### config.mk
export PLATFORM = sky130hd
export DESIGN_NAME = dualram_sweep
export DESIGN_NICKNAME = d
export VERILOG_FILES = /design/src/rtl/dualram_sweep.sv
export SDC_FILE = /design/constraint.sdc
export NUM_CORES = 1
export LEC_CHECK = 0
export ABC_AREA = 1
export BUFFER_PORTS_ARGS = -buffer_cell sky130_fd_sc_hd__buf_4
export CAP_MARGIN = 20
export CELL_PAD_IN_SITES_DETAIL_PLACEMENT = 0
export CELL_PAD_IN_SITES_GLOBAL_PLACEMENT = 1
export CORE_MARGIN = 2
export CORE_UTILIZATION = 45
export CTS_CLUSTER_DIAMETER = 150
export CTS_CLUSTER_SIZE = 20
export DETAILED_ROUTE_END_ITERATION = 16
export PLACE_DENSITY_LB_ADDON = 0.05
export SKIP_CTS_REPAIR_TIMING = 1
export SYNTH_ARGS = -nofsm -noshare
export SYNTH_HDL_FRONTEND = slang
export SYNTH_SLANG_ARGS = --single-unit
### constraint.sdc
create_clock -name clk -period 2.25 [get_ports clk]
set_clock_uncertainty 0.1 [all_clocks]
set_input_delay 0.1125 -clock clk [delete_from_list [all_inputs] [get_ports clk]]
set_output_delay 0.1125 -clock clk [all_outputs]
set_load 0.02 [all_outputs]
### src/rtl/dualram_sweep.sv
// Simple dual-port RAM with one write port, one registered read port and a selectable read-during-write policy.
// Contents are never reset. A sweep FSM writes INIT_VAL to every location after reset or on clr.
module dualram_sweep #(
  parameter int                 DATA_W   = 16,
  parameter int                 ADDR_W   = 3,
  parameter int                 BYPASS   = 1,
  parameter logic [DATA_W-1:0]  INIT_VAL = '0
) (
  input  logic              clk,
  input  logic              as_clr_n,
  input  logic              clr,
  input  logic              we,
  input  logic [ADDR_W-1:0] wr_addr,
  input  logic [DATA_W-1:0] din,
  input  logic              re,
  input  logic [ADDR_W-1:0] rd_addr,
  output logic [DATA_W-1:0] dout,
  output logic              rd_valid,
  output logic              busy,
  output logic              wr_drop
);
  localparam int DEPTH = 1 << ADDR_W;

  typedef enum logic {S_INIT, S_IDLE} state_t;

  state_t              r_state, w_next;
  logic [ADDR_W-1:0]   r_cnt;
  logic [DATA_W-1:0]   r_mem [DEPTH];
  logic [DATA_W-1:0]   r_dout;
  logic                r_rd_valid, r_wr_drop;

  logic                w_wr_ok, w_rd_en, w_drop, w_mem_we, w_bypass;
  logic [ADDR_W-1:0]   w_mem_addr;
  logic [DATA_W-1:0]   w_mem_din;

  always_ff @(posedge clk or negedge as_clr_n) begin
    if (!as_clr_n) r_state <= S_INIT;
    else           r_state <= w_next;
  end

  // clr takes priority over sweep completion so a late clear still gets a full sweep
  always_comb begin
    w_next = r_state;
    case (r_state)
      S_INIT: if (!clr && r_cnt == ADDR_W'(DEPTH - 1)) w_next = S_IDLE;
      S_IDLE: if (clr) w_next = S_INIT;
      default: w_next = S_INIT;
    endcase
  end

  always_comb begin
    busy       = (r_state == S_INIT);
    w_wr_ok    = !busy && we && !clr;
    w_rd_en    = !busy && re;
    w_drop     = we && (busy || clr);
    // Sweep writes are held off while reset is asserted so reset never disturbs contents
    w_mem_we   = (busy && as_clr_n) || w_wr_ok;
    w_mem_addr = busy ? r_cnt : wr_addr;
    w_mem_din  = busy ? INIT_VAL : din;
    w_bypass   = (BYPASS != 0) && w_wr_ok && (wr_addr == rd_addr);
  end

  always_ff @(posedge clk or negedge as_clr_n) begin
    if (!as_clr_n)  r_cnt <= '0;
    else if (clr)   r_cnt <= '0;
    else if (busy)  r_cnt <= r_cnt + 1'b1;
  end

  always_ff @(posedge clk) begin
    if (w_mem_we) r_mem[w_mem_addr] <= w_mem_din;
  end

  always_ff @(posedge clk or negedge as_clr_n) begin
    if (!as_clr_n) begin
      r_dout     <= '0;
      r_rd_valid <= 1'b0;
      r_wr_drop  <= 1'b0;
    end else begin
      r_rd_valid <= w_rd_en;
      r_wr_drop  <= w_drop;
      if (w_rd_en) r_dout <= w_bypass ? din : r_mem[rd_addr];
    end
  end

  assign dout     = r_dout;
  assign rd_valid = r_rd_valid;
  assign wr_drop  = r_wr_drop;
endmodule

==> flow_metrics.tcl, run 1 <==
set metrics [dict create \
    io_pins 46 \
    crit_path_start "r_state" \
    ys_ff_latch 150 \
    cts_buffers 17 \
    gp_congestion 0.831 \
    worst_slew_pin_slew_ns 0.489 \
    path_clk_slew_ns 0.06 \
    fin_nets 867 \
    yosysTopAreaCell "edfxtp_1" \
    syn_inst 776 \
    r2r_end "r_mem[6][0]" \
    first_pass_iters 4 \
    required_ns 2.22 \
    synth_edf_count 128 \
    drive_above_1_share_pct 12.9 \
    die-height_um 128 \
    setup_tns_ns 0 \
    period_minus_slack_ns 1.96 \
    clock_latency_ns 0.41 \
    fp.dieArea_mm2 0.0165 \
    ys_seq_area_share_pct 63.1 \
    rsz0062_at_grt "false" \
    grt_pass1_wl_um 25800 \
    hold_viol 0 \
    r2r_setup_slack_ns 0.29 \
    cp-end-kind "flop" \
    die_w_um 128 \
    post_drt_via_cell_ratio 4.71 \
    fin_ws_ns 0.295 \
    rr_worst_depth 5 \
    drc 0 \
    grt_max_degree 38 \
    drt_iter0_markers 318 \
    setup_viol 0 \
    clockRootBuffer "clkbuf_16" \
    r2r-start "r_state" \
    wl_um 16300 \
    yosys_warnings 0 \
    cts_tree "yes" \
    place_ws_ns 0.281 \
    core_mm2 0.0151 \
    postLayoutCoreUtil_pct 54.0 \
    min_path_type "in2reg" \
    synth_nets 805 \
    port-buffer-count 45 \
    htreeDepth 4 \
    outcome "complete, no violations" \
    max_cap_viol_count 0 \
    syn_avg_cell_area_um2 8.98 \
    cellPowerDensity_mw_per_mm2 777 \
    dpl_cell_area_mm2 0.00758 \
    slew_headroom_pct 67.4 \
    grt_pass1_vias 4884 \
    start_kind "flop" \
    synth_area_leaders "edfxtp_1 55%, nand2_1 17%, inv_1 8.2%" \
    grt-ovfl-total 0 \
    crit_fanout 16 \
    antenna_found_initial 0 \
    dr_total_vias 4889 \
    leakage_nw 4.09 \
    fin_crit_sh_pct 86.9 \
    post-route-cell-area_mm2 0.00818 \
    dp_hpwl_um 10700 \
    synthFlopType "edfxtp_1" \
    row_count 45 \
    syn-cell-area_mm2 0.00697 \
    clkSinkCount 150 \
    endpoint "r_mem[6][0]" \
    routedWlPerCell_um 15.6 \
    grt_use_total_pct 21.2 \
    ir_drop_mv 0.550 \
    crit_type "reg2reg" \
    diodes 0 \
    drv_slew 0 \
    yosysUniqueCellTypes 23 \
    async_flop_share_pct 14.7 \
    ant_nets 0 \
    clock.fmax_mhz 511 \
    yosys.area.top_type_share_pct 55.2 \
    holdWs_ns 0.0713 \
    start_util_pct 46.0 \
    clockBufferDepth 2 \
    critPathArrivalTime_ns 1.93 \
    area_delta_synth_final_pct 17.4 \
]
==> layout by cell type (no fill, tap or decap), types with 4 or more instances in the layout <==
| cell | count |
|---|---|
| nand2_1 | 324 |
| inv_1 | 153 |
| edfxtp_1 | 128 |
| nand3_1 | 86 |
| buf_4 | 70 |
| dfrtp_1 | 22 |
| clkbuf_16 | 17 |
| nor2_1 | 10 |
| clkinv_1 | 5 |
| nand2_2 | 4 |
| clkinvlp_4 | 4 |
| dlygate4sd3_1 | 4 |
==> worst min path at each step <==
stage               slack, ns  depth (start not counted)     start     endpoint
floorplan               -0.28                          0  as_clr_n      dout[0]
global placement         0.06                          2  as_clr_n      dout[3]
detailed placement       0.07                          2  as_clr_n      dout[0]
CTS                     -0.38                          2  as_clr_n     dout[11]
global route             0.08                          5        re      dout[4]
finish                   0.07                          3    din[1]  r_mem[2][1]
==> flip-flops by register name, summed over array words and instances (netlist names) <==
signal and cells:
dout 16, r_mem 128, rd_valid 1, r_cnt 3, wr_drop 1, r_state 1
==> final cells by class <==
| class | count | area [um2] |
|---|---|---|
| fill | 1386 | 6970 |
| sequential | 150 | 4390 |
| multi-input combinational | 438 | 1830 |
| inverter | 157 | 589 |
| timing repair buffer | 74 | 566 |
| clock buffer | 17 | 425 |
| tap | 188 | 235 |
| clock inverter | 15 | 138 |
==> cells in the mapped netlist, types with 2 or more instances <==
cell type  instances
buf_2             14
ha_1               2
buf_1              3
dfrtp_1           22
edfxtp_1         128
buf_4              3
inv_2              3
a21oi_1            3
nor2_1            10
o21ai_0            3
clkbuf_1          10
nand3_1           86
inv_1            153
nand2_2            4
nand2_1          324
==> critical path, stage by stage (launching register included) <==
cell and delay [ns]:
dfrtp_1 0.54, inv_2 0.16, nand2_1 0.19, nand3_1 0.17, nor2_1 0.13, buf_4 0.32
==> stage by stage <==
step	power (mW)	instances
after floorplan	3.52	776
after global placement	3.73	1003
after detailed placement	3.73	1003
after CTS	6.41	1035
after global routing	6.62	1039
final	6.36	1039
==> power by group <==
group          switching (mW)  internal [mW]
Combinational           0.369          0.193
Clock                    1.07           1.61
Sequential             0.0287           3.08
==> layer usage <==
layer  global-route usage [%]  vias to the layer above  share of wire [%]
li1                         -                     2515                  -
met1                     27.5                     2269                 44
met2                     34.9                       87                 50
met3                     4.41                       18                3.3
met4                     9.05                        0                2.0
met5                        0                        -                  0
==> cells by family (layout without fill, tap and decap cells) <==
group | Yosys count | after routing | share of synthesized area [%]
compound gates | 8 | 8 | 0.664
fa+ha+maj | 2 | 2 | 0.359
buf+inv | 188 | 263 | 10.6
flops | 150 | 150 | 63.1
simple gates | 428 | 428 | 25.3
Power figures use the tool's default switching activity.
==> inputs of run 2 (changes only) <==
Settings changed: CORE_UTILIZATION 45 to 47.
==> run 2 against run 1 <==
Net effect: critical path depth unchanged; die area down 4.1%; via count up 0.76%; fmax up 2.0%; worst setup slack better by 0.038 ns; largest cell class unchanged; power up 2.2%; combinational power about the same; global-route usage up 0.30 points; worst hold slack better by 0.0024 ns; first-iteration DRC count down 4.1%; highest routed layer unchanged.
==> flow_metrics.tcl, run 2 (synthesized netlist as in run 1, its figures left out) <==
set metrics [dict create \
    die_w_um 126 \
    slew_headroom_pct 69.7 \
    clock.fmax_mhz 522 \
    drive_above_1_share_pct 12.6 \
    slowest_delay_ns 0.54 \
    io_pins 46 \
    worst_slew_pin_slew_ns 0.455 \
    setup_tns_ns 0 \
    fin_crit_sh_pct 85.2 \
    crit_chain "inv_2, nand2_1, nand3_1, nor2_1, buf_4" \
    rsz0062_at_grt "false" \
    final_cell_count_no_fill 1032 \
    clkSinkCount 150 \
    fp.dieArea_mm2 0.0158 \
    ant_nets 0 \
    grt_use_total_pct 21.5 \
    clock_latency_ns 0.42 \
    routedWlPerCell_um 15.6 \
    clockBufferDepth 2 \
    start_kind "flop" \
    cp_num_buf_inv 2 \
    top_register "r_mem" \
    crit_fanout 13 \
    grt_max_degree 64 \
    path_clk_slew_ns 0.06 \
    crit_family "simple AND/OR/NAND/NOR gates" \
    max_cap_viol_count 0 \
    grt_pass1_wl_um 25600 \
    setup_viol 0 \
    antenna_found_initial 0 \
    dp_hpwl_um 10300 \
    start_util_pct 48.0 \
    diodes 0 \
    grt-ovfl-total 0 \
    clockRootBuffer "clkbuf_16" \
    crit_type "reg2reg" \
    first_pass_iters 4 \
    final_common_cell "nand2_1" \
    cellPowerDensity_mw_per_mm2 790 \
    dr_total_vias 4926 \
    drc 0 \
    critPathArrivalTime_ns 1.93 \
    port-buffer-count 45 \
    hold_viol 0 \
    drv_slew 0 \
    grt_pass1_vias 4860 \
    fin_nets 864 \
    cts_buffers 17 \
    period_minus_slack_ns 1.92 \
    min_path_type "in2reg" \
    post_drt_via_cell_ratio 4.77 \
    gp_congestion 0.802 \
    cts_tree "yes" \
    placed_cells 996 \
    row_count 44 \
    largest_register_ffs 128 \
    wl_um 16100 \
    core_mm2 0.0145 \
    most-common-layout-cells "324 x nand2_1, 153 x inv_1, 128 x edfxtp_1, 86 x nand3_1, 63 x buf_4" \
    drt_iter0_markers 305 \
    area_delta_synth_final_pct 18.0 \
    leakage_nw 4.11 \
    htreeDepth 4 \
    cp-end-kind "flop" \
    outcome "complete, no violations" \
    crit_slowest_cell "dfrtp_1" \
    ir_drop_mv 0.582 \
    required_ns 2.27 \
    die-height_um 126 \
]
[run 2: cell count changes in the layout (fill, tap and decap cells not counted), sizes merged]
cell and delta:
buf -3, bufinv +1, clkbuf +1, clkinvlp -2
[run 2: layout make-up]
type	count	area, um2
flip-flops and latches	150	4390
repair buffers	71	593
well taps	184	230
fillers	1323	6310
clock buffers	18	429
multi-input cells	438	1830
clock inverters	14	158
inverters	157	589
[run 2: through the flow]
| step | utilization (%) | hold WS [ns] | power (mW) | setup WS [ns] | instance area (um2) |
|---|---|---|---|---|---|
| finish | 56.6 | 0.0737 | 6.50 | 0.333 | 8230 |
| global route | 56.6 | 0.102 | 6.74 | 0.142 | 8230 |
| CTS | 56.3 | -0.386 | 6.55 | 0.341 | 8190 |
| detailed placement | 52.3 | 0.0603 | 3.73 | 0.354 | 7600 |
| global placement | 52.3 | 0.0538 | 3.73 | 0.401 | 7600 |
| floorplan | - | -0.283 | 3.52 | 0.196 | 6970 |
[run 2: metal layers]
layer,wire (um),vias up,global-route usage [%]
met1,7030,2284,27.3
met2,8110,114,37.7
met4,310,0,6.85
met3,610,20,3.87
met5,0,-,0
li1,-,2508,-
[run 2: worst register-to-register path: cells and delay by family, from the launching register on]
| family | cells | cell delay (ns) |
|---|---|---|
| simple gates | 3 | 0.55 |
| flops | 1 | 0.54 |
| buf+inv | 2 | 0.41 |
[run 2: final timing paths]
check                          from  cells past startpoint  slack, ns          end
setup / recovery            r_state                      5       0.33  r_mem[4][5]
hold / removal                   re                      3       0.07     rd_valid
setup reg to reg            r_state                      5       0.33  r_mem[4][5]
hold reg to reg            dout[14]                      2       0.38     dout[14]
max in group asynchronous  as_clr_n                      3       1.63     dout[15]
min in group asynchronous  as_clr_n                      3       0.19      dout[5]
[run 2: report_power, final]
| group | leakage, nW | switching, mW | internal, mW |
|---|---|---|---|
| combinational | 2.23 | 0.364 | 0.197 |
| sequential | 1.60 | 0.0292 | 3.08 |
| clock | 0.283 | 1.09 | 1.73 |
